## src/rtl/mem_port_arbiter.sv

```systemverilog
// Arbitrates the single external RAM port between instruction fetch and the MEM stage.
// MEM normally wins; a starvation counter forces IF through after STARVE_LIMIT MEM wins.
module mem_port_arbiter #(
  parameter int ADDR_WIDTH   = 32,
  parameter int DATA_WIDTH   = 32,
  parameter int SEL_WIDTH    = 4,
  parameter int STARVE_LIMIT = 4
) (
  input  logic                  clk,
  input  logic                  rst,
  input  logic                  if_req,
  input  logic [ADDR_WIDTH-1:0] if_addr,
  output logic                  if_done,
  output logic [DATA_WIDTH-1:0] if_rdata,
  input  logic                  mem_req,
  input  logic                  mem_we,
  input  logic [ADDR_WIDTH-1:0] mem_addr,
  input  logic [SEL_WIDTH-1:0]  mem_sel,
  input  logic [DATA_WIDTH-1:0] mem_wdata,
  output logic                  mem_done,
  output logic [DATA_WIDTH-1:0] mem_rdata,
  output logic                  stallreq_if,
  output logic                  stallreq_mem,
  output logic                  ram_req,
  output logic                  ram_we,
  output logic [ADDR_WIDTH-1:0] ram_addr,
  output logic [SEL_WIDTH-1:0]  ram_sel,
  output logic [DATA_WIDTH-1:0] ram_wdata,
  input  logic                  ram_ack,
  input  logic [DATA_WIDTH-1:0] ram_rdata,
  output logic [1:0]            dbg_state
);

  // Requester handshake: x_req is raised and held until x_done has been seen;
  // x_done pulses for one cycle, and x_req is ignored during that cycle so a
  // requester that drops req one cycle late never gets a second grant.
  // RAM side: ram_req and the ram_* payload stay stable until ram_ack=1.

  typedef enum logic [1:0] {
    IDLE    = 2'd0,
    GNT_IF  = 2'd1,
    GNT_MEM = 2'd2
  } state_e;

  localparam int CNT_W = (STARVE_LIMIT < 1) ? 1 : $clog2(STARVE_LIMIT + 1);
  localparam logic [CNT_W-1:0] LIMIT = CNT_W'(STARVE_LIMIT);

  state_e                  state_q;
  logic [CNT_W-1:0]        starve_cnt_q;
  logic                    ram_req_q, ram_we_q;
  logic [ADDR_WIDTH-1:0]   ram_addr_q;
  logic [SEL_WIDTH-1:0]    ram_sel_q;
  logic [DATA_WIDTH-1:0]   ram_wdata_q;
  logic                    if_done_q, mem_done_q;
  logic [DATA_WIDTH-1:0]   if_rdata_q, mem_rdata_q;

  logic                    if_pend, mem_pend, mem_wins, if_wins;
  logic [CNT_W-1:0]        starve_cnt_d;

  assign if_pend  = if_req & ~if_done_q;
  assign mem_pend = mem_req & ~mem_done_q;
  assign mem_wins = mem_pend & (~if_pend | (starve_cnt_q < LIMIT));
  assign if_wins  = if_pend & ~mem_wins;

  // Counts MEM wins taken while IF was waiting; saturates at the limit.
  always_comb begin
    starve_cnt_d = '0;
    if (if_pend) begin
      starve_cnt_d = (starve_cnt_q == LIMIT) ? starve_cnt_q : starve_cnt_q + 1'b1;
    end
  end

  always_ff @(posedge clk) begin
    if (rst) begin
      state_q      <= IDLE;
      starve_cnt_q <= '0;
      ram_req_q    <= 1'b0;
      ram_we_q     <= 1'b0;
      ram_addr_q   <= '0;
      ram_sel_q    <= '0;
      ram_wdata_q  <= '0;
      if_done_q    <= 1'b0;
      mem_done_q   <= 1'b0;
      if_rdata_q   <= '0;
      mem_rdata_q  <= '0;
    end else begin
      if_done_q  <= 1'b0;
      mem_done_q <= 1'b0;
      case (state_q)
        IDLE: begin
          if (mem_wins) begin
            state_q      <= GNT_MEM;
            starve_cnt_q <= starve_cnt_d;
            ram_req_q    <= 1'b1;
            ram_we_q     <= mem_we;
            ram_addr_q   <= mem_addr;
            ram_sel_q    <= mem_sel;
            ram_wdata_q  <= mem_wdata;
          end else if (if_wins) begin
            state_q      <= GNT_IF;
            starve_cnt_q <= '0;
            ram_req_q    <= 1'b1;
            ram_we_q     <= 1'b0;
            ram_addr_q   <= if_addr;
            ram_sel_q    <= '1;
            ram_wdata_q  <= '0;
          end
        end
        GNT_IF: begin
          if (ram_ack) begin
            state_q    <= IDLE;
            ram_req_q  <= 1'b0;
            ram_we_q   <= 1'b0;
            if_done_q  <= 1'b1;
            if_rdata_q <= ram_rdata;
          end
        end
        GNT_MEM: begin
          if (ram_ack) begin
            state_q    <= IDLE;
            ram_req_q  <= 1'b0;
            ram_we_q   <= 1'b0;
            mem_done_q <= 1'b1;
            if (!ram_we_q) mem_rdata_q <= ram_rdata;
          end
        end
        default: begin
          state_q   <= IDLE;
          ram_req_q <= 1'b0;
          ram_we_q  <= 1'b0;
        end
      endcase
    end
  end

  assign ram_req      = ram_req_q;
  assign ram_we       = ram_we_q;
  assign ram_addr     = ram_addr_q;
  assign ram_sel      = ram_sel_q;
  assign ram_wdata    = ram_wdata_q;
  assign if_done      = if_done_q;
  assign mem_done     = mem_done_q;
  assign if_rdata     = if_rdata_q;
  assign mem_rdata    = mem_rdata_q;
  assign stallreq_if  = if_req & ~if_done_q;
  assign stallreq_mem = mem_req & ~mem_done_q;
  assign dbg_state    = state_q;

endmodule

```

## config.mk

```make
export PLATFORM = sky130hd
export DESIGN_NAME = mem_port_arbiter
export DESIGN_NICKNAME = d
export VERILOG_FILES = /design/src/rtl/mem_port_arbiter.sv
export SDC_FILE = /design/constraint.sdc
export NUM_CORES = 1
export LEC_CHECK = 0
export CORE_UTILIZATION = 42
export CTS_CLUSTER_DIAMETER = 80
export DETAILED_ROUTE_END_ITERATION = 16
export HOLD_SLACK_MARGIN = 0.05
export PLACE_DENSITY_LB_ADDON = 0.1
export SYNTH_ARGS = -nofsm -noshare
export SYNTH_HDL_FRONTEND = slang
export SYNTH_SLANG_ARGS = --single-unit
```

## constraint.sdc

```tcl
create_clock -name clk -period 2.8 [get_ports clk]
set_input_delay 0.28 -clock clk [delete_from_list [all_inputs] [get_ports clk]]
set_output_delay 0.28 -clock clk [all_outputs]
set_load 0.005 [all_outputs]
```

# Word level (Yosys, flattened, before mapping)
# Index checks and enable logic that the tools add are counted.
# totals
register_bits	141
# classes
addsub	1
magnitude_cmp	1
n_eq_ne	6
muxes	22
bitwise_logic	12
n_reduce_logical	10
# op_table
operator	n
2-to-1 mux 32 bit	4
2-to-1 mux 3 bit	4
2-to-1 mux 4 bit	2
inverter 1 bit	7
2-to-1 mux 1 bit	6
2-to-1 mux 2 bit	3
!= test 3 bit (second input constant)	2
AND reduction 2 bit	3
AND reduction 3 bit	2
OR reduction 2 bit	3
bitwise AND 1 bit	4
case mux 1 bit (2 select lines)	2
case mux 2 bit (2 select lines)	1
adder 3 x 1 -> 3 bit (second input constant)	1
equality test 3 bit (second input constant)	1
< comparator 3 bit (second input constant)	1
equality test 2 x 1 -> 1 bit (second input constant)	1
equality test 2 bit (second input constant)	1
logical NOT 2 bit	1
!= test 2 x 1 -> 1 bit (second input constant)	1
nonzero test 2 bit	1
bitwise OR 1 bit	1

# Longest topological paths before layout
# Gate-level depths: netlist of run 1.
# depth
depth_word	10
mapped_depth	8
ltp_nobuf	6

# Worst setup path before layout of run 1
# OpenSTA, ideal clock, no wires.
# synth_path
path_type	reg2reg
startpoint	register state_q[0], in the netlist dbg_state[0]
endpoint	register starve_cnt_q[0]
setup_ns	0.128
t_arrival_ns	1.488
required_ns	2.672
path_slack_ns	1.184
path_stages_with_launch	9
synth_period_minus_slack_ns	1.616
cell_sequence	dfxtp_1 inv_1 ha_1 and3b_1 and2_1 buf_4 buf_2 a22oi_1 nor2_1
# synth_via
elab_chain_cells	2
# synth_lines
item	line	text
start, declared	48	state_e state_q;
start signal, assigned	75	state_q <= IDLE;
start signal, assigned	92	state_q <= GNT_MEM;
start signal, assigned	100	state_q <= GNT_IF;
logical NOT 2 bit	89	case (state_q)
AND reduction 3 bit (no source line)	n/a	
end signal, assigned	93	starve_cnt_q <= starve_cnt_d;
end, declared	49	logic [CNT_W-1:0] starve_cnt_q;
# Every way passes these cells.
# A chain may end at the register's enable or synchronous reset.

# Worst setup path in the final report of run 1
# layout_path
startpoint	input if_req
endpoint	output stallreq_if
# layout_via
elab_chain_cells	1
# layout_lines
item	line	text
start, declared	11	input logic if_req,
bitwise AND 1 bit	145	assign stallreq_if = if_req & ~if_done_q;
end, declared	22	output logic stallreq_if,
# Every way passes these cells.

==> results of run 1 <==
-- synthesized netlist by cell type (all sizes together) --
cell and n:
nand2 165, dfxtp 141, a21oi 100, nor2 78
a22oi 33, a211oi 32, buf 25, clkbuf 25
inv 6, ha 5, o22ai 4, nand2b 3
and2 2, nand3b 2, a21boi 1, a31oi 1
a32oi 1, and3b 1, nor2b 1, nor3 1
nor4 1, o21ai 1, o22a 1, o31ai 1
or2 1, or4 1
-- through the flow --
step	utilization	setup slack, ns	power [mW]	area, um^2
final	0.721	0.922	5.79	8730
after floorplan	-	1.18	2.80	5270
after global routing	0.721	0.829	6.03	8730
after CTS	0.721	0.903	5.83	8730
after global placement	0.669	0.762	3.41	8100
after detailed placement	0.669	0.728	3.45	8100
-- area by class of cell --
cell class                 count  area, um^2  share of cell area
clock buffer                  26         499              0.0572
clock inverter                 6         130              0.0149
inverter                       6        22.5             0.00258
multi-input combinational    436        2170               0.249
sequential                   141        2820               0.323
tap                          168         210              0.0241
timing repair buffer         289        2870               0.329
-- state kept, by name, summed over array words and instances (netlist names) --
| name | flops |
|---|---|
| if_rdata | 32 |
| dbg_state | 2 |
| mem_done | 1 |
| ram_addr | 32 |
| ram_req | 1 |
| if_done | 1 |
| ram_sel | 4 |
| ram_wdata | 32 |
| mem_rdata | 32 |
| ram_we | 1 |
| starve_cnt_q | 3 |
-- final timing paths --
check	start	slack (ns)	end	depth (start not counted)
min	if_addr[18]	0.43	ram_addr[18]	3
min reg2reg	if_rdata[6]	0.45	if_rdata[6]	2
max reg2reg	dbg_state[0]	0.95	starve_cnt_q[1]	7
max	if_req	0.92	stallreq_if	4
-- layer usage --
metal	vias up	wire, um	GRT usage
met5	-	0	0
met4	0	383	0.109
met3	25	1430	0.0882
met2	211	8780	0.474
met1	2553	6360	0.277
li1	2644	-	-
-- where the power goes --
part	internal, mW	switching, mW	leakage [nW]
sequential	2.18	0.0888	1.15
combinational	0.629	0.513	1.75
clock	1.58	0.795	0.309
-- tightest hold or removal path: stages --
cell	delay, ns
clkdlybuf4s50_1	0.40
nand2_1	0.06
a211oi_1	0.05
-- cell families after synthesis --
kind of cell | count (synthesis)
adder cells (fa/ha/maj) | 5
buffers and inverters | 56
AND/OR/NAND/NOR | 256
AO/OA/AOI/OAI | 175
flip-flops | 141
==> impl_metrics.tcl, run 1 <==
set metrics [dict create \
    status "finished clean" \
    die_area_um2 13000 \
    cts_buffers 17 \
    first_global_vias 5372 \
    drv_slew 0 \
    post_cts_buffers 0 \
    synthTopCellsByArea "dfxtp_1 (54%), nand2_1 (12%), a21oi_1 (9.4%)" \
    filler_cell_count 959 \
    cts.sink_count 141 \
    htree_num_levels 4 \
    ys_warn_count 0 \
    overflow 0 \
    ctsLongestPathBuffers 2 \
    endpoint_kind "output port" \
    cp_max_fo 6 \
    muxShareOfSynthArea 0 \
    layout_common_cells "clkdlybuf4s50_1 (276), nand2_1 (165), dfxtp_1 (141), a21oi_1 (99), nor2_1 (77)" \
    worst-slew-pin-transition_ns 1.07 \
    max_cap_violations 0 \
    place_congestion 0.828 \
    synth_fa_ha_area_frac 0.0119 \
    setup_viol 0 \
    cp_num_buf_inv 3 \
    dp_hpwl_um 11900 \
    timing.hold.ws_ns 0.431 \
    syn-instance-count 633 \
    synth_compound_area_frac 0.206 \
    clk_latency_ns 0.41 \
    yosysUniqueCellTypes 31 \
    core_area_um2 12100 \
    min_period_ns 1.88 \
    chipHeight_um 114 \
    io_buffer_count 277 \
    crit_top_cell "clkdlybuf4s50_1" \
    antenna_found_initial 0 \
    syn2layout_area_growth_pct 65.7 \
    synth_top_area_share 0.536 \
    syn_area_um2 5270 \
    cts.clk_slew.worst_paths_ns 0.05 \
    wl_per_cell_um 15.8 \
    yosys.area.top_type "dfxtp_1" \
    grt_max_degree 105 \
    worstPathArrival_ns 1.60 \
    avgSynthCellArea_um2 8.32 \
    max_freq_ghz 0.533 \
    clock-root-buffer "clkbuf_16" \
    hold_buffers 0 \
    synth_xor_area_frac 0 \
    min_path_type "input port to flip-flop" \
    drive_gt1_frac 0.0542 \
    yosys_register_bits 141 \
    num_io_pins 278 \
    skew_ns 0.00804 \
    synthSimpleGateAreaFrac 0.192 \
    num_rows 40 \
    cpMaxStageDelayCell "clkdlybuf4s50_1" \
    required_ns 2.52 \
    fin_setup_tns_ns 0 \
    slowest_delay_ns 0.56 \
    wl_um 16900 \
    die_w_um 114 \
    power_density_nw_per_um2 663 \
    grt_pass1_wl_um 26600 \
    post-route-period-util 0.671 \
    cts_tree "yes" \
    dr_total_vias 5433 \
    hold_viol_final 0 \
    start_kind "input port" \
    grt_setup_unrepaired "false" \
    dp.cells 1040 \
    detail-route-antenna-nets 0 \
    layout.cells.non_filler 1072 \
    dr.first_iter.drc_count 320 \
    vias_per_cell 5.07 \
    final_common_cell "clkdlybuf4s50_1" \
    first_pass_iters 5 \
    synth_top_family_by_area "compound AO/OA/AOI/OAI gates" \
    slew_headroom 0.288 \
    synthesis.nets 776 \
    initial_core_util 0.435 \
    cts.repair.resized 0 \
    drcViolationCount 0 \
    nets 1034 \
    crit_chain "clkdlybuf4s50_1 -> nand2b_4 -> inv_2 -> clkdlybuf4s50_1" \
    power.leakage_nw 3.22 \
    cp_top_family "buffers and inverters" \
    antenna_cells 0 \
    grt_use_total 0.262 \
    ys_seq_area_frac 0.536 \
    crit_type "input port to output port" \
    peakVddDrop_v 0.000414 \
]
Power figures use the tool's default switching activity.
==> inputs of run 2 (changes only) <==
--- a/config.mk
+++ b/config.mk
@@ -5,7 +5,7 @@
 export SDC_FILE = /design/constraint.sdc
 export NUM_CORES = 1
 export LEC_CHECK = 0
-export CORE_UTILIZATION = 42
+export CORE_UTILIZATION = 39
 export CTS_CLUSTER_DIAMETER = 80
 export DETAILED_ROUTE_END_ITERATION = 16
 export HOLD_SLACK_MARGIN = 0.05
==> constraint.sdc (replaced) <==
create_clock -name clk -period 1.8 [get_ports clk]
set_input_delay 0.18 -clock clk [delete_from_list [all_inputs] [get_ports clk]]
set_output_delay 0.18 -clock clk [all_outputs]
set_load 0.005 [all_outputs]
==> impl_metrics.tcl, run 2 (synthesized netlist as in run 1, its figures left out) <==
set metrics [dict create \
    die_area_um2 14000 \
    first_global_vias 5269 \
    die_w_um 118 \
    dr_total_vias 5450 \
    cts_buffers 17 \
    grt_use_total 0.239 \
    crit_type "flip-flop to flip-flop" \
    setup_viol 0 \
    worst-slew-pin-transition_ns 0.374 \
    wl_um 16700 \
    place_ws_ns 0.0407 \
    htree_num_levels 4 \
    initial_core_util 0.399 \
    clk_latency_ns 0.41 \
    vias_per_cell 5.04 \
    slew_headroom 0.751 \
    ctsLongestPathBuffers 2 \
    filler_cell_count 1113 \
    io_buffer_count 277 \
    power.leakage_nw 3.24 \
    grt_pass1_wl_um 26500 \
    first_pass_iters 5 \
    dp_hpwl_um 11600 \
    grt_setup_unrepaired "false" \
    drv_slew 0 \
    drcViolationCount 0 \
    place_congestion 0.807 \
    antenna_cells 0 \
    overflow 0 \
    detail-route-antenna-nets 0 \
    syn2layout_area_growth_pct 67.0 \
    utilization 0.667 \
    post-route-period-util 0.927 \
    clock-root-buffer "clkbuf_16" \
    fin_setup_tns_ns 0 \
    cts_tree "yes" \
    dr.first_iter.drc_count 284 \
    skew_ns 0.00659 \
    min_path_type "input port to flip-flop" \
    required_ns 2.09 \
    antenna_found_initial 0 \
    max_cap_violations 0 \
    cts.sink_count 141 \
    wl_per_cell_um 15.4 \
    num_io_pins 278 \
    power_density_nw_per_um2 1000 \
    post_cts_buffers 0 \
    final_common_cell "clkdlybuf4s50_1" \
    nets 1037 \
    grt_max_degree 59 \
    status "finished clean" \
    cts.clk_slew.worst_paths_ns 0.06 \
    chipHeight_um 118 \
    hold_viol_final 0 \
    num_rows 42 \
    layout_common_cells "clkdlybuf4s50_1 (274), nand2_1 (165), dfxtp_1 (141), a21oi_1 (99), nor2_1 (77)" \
    max_freq_ghz 0.599 \
    setup_slack_ns 0.131 \
    core_area_um2 13200 \
    endpoint_kind "flip-flop" \
    worstPathArrival_ns 1.96 \
    min_period_ns 1.67 \
    peakVddDrop_v 0.000634 \
    start_kind "flip-flop" \
    timing.hold.ws_ns 0.148 \
    power_mw 8.79 \
    cp_max_fo 12 \
    drive_gt1_frac 0.0563 \
]
## run 2: cell types whose count changed in the layout (fill, tap and decap cells not counted), sizes merged
cell           before  now
buf                13   16
bufinv              4    2
clkdlybuf4s50     276  274
clkinvlp            0    1
dlygate4sd2         0    1
dlymetal6s2s        0    1
## run 2: worst paths after layout
path	to	startpoint	depth (start not counted)	slack (ns)
min reg2reg	if_rdata[10]	if_rdata[10]	2	0.45
min	if_done	rst	2	0.15
max reg2reg	ram_wdata[6]	dbg_state[1]	7	0.13
max	ram_wdata[6]	dbg_state[1]	7	0.13
## run 2: area by class of cell
type,instances,area [um^2],share of cell area
Timing Repair Buffer,292,2980,0.338
Clock buffer,26,499,0.0568
Clock inverter,5,81.3,0.00925
Multi-Input combinational cell,436,2170,0.247
Inverter,6,22.5,0.00256
Tap cell,176,220,0.0250
Sequential cell,141,2820,0.321
## run 2: where the power goes
part / leakage, nW / switching [mW] / total [mW] / internal [mW]
Clock: 0.281 / 1.25 / 3.43 / 2.18
Combinational: 1.80 / 0.804 / 1.83 / 1.03
Sequential: 1.15 / 0.139 / 3.52 / 3.38
## run 2: worst max-delay path, cell delays in order, from the launching register on
cell	delay (ns)
dfxtp_1	0.36
inv_1	0.09
ha_1	0.22
and3b_1	0.19
and2_1	0.24
buf_4	0.21
a22oi_1	0.17
nor2_1	0.06
## run 2: what timing repair did
action | 4_1_cts | 5_1_grt
hold buffers | 0 | 0
endpoints found under the setup margin | 1 | 24
resized for setup | 1 | 3
## run 2: per-layer routing
| layer | track usage | up-vias | part of all wire |
|---|---|---|---|
| met3 | 0.0811 | 39 | 0.083 |
| met5 | 0 | - | 0 |
| li1 | - | 2644 | - |
| met1 | 0.267 | 2547 | 0.40 |
| met4 | 0.119 | 0 | 0.032 |
| met2 | 0.407 | 220 | 0.49 |
## run 2: through the flow
| step | instance area, um^2 | instances |
|---|---|---|
| 2_1_floorplan | 5270 | 633 |
| 3_3_place_gp | 8210 | 1051 |
| 3_5_place_dp | 8210 | 1051 |
| 4_1_cts | 8780 | 1082 |
| 5_1_grt | 8790 | 1082 |
| 6_report | 8790 | 1082 |
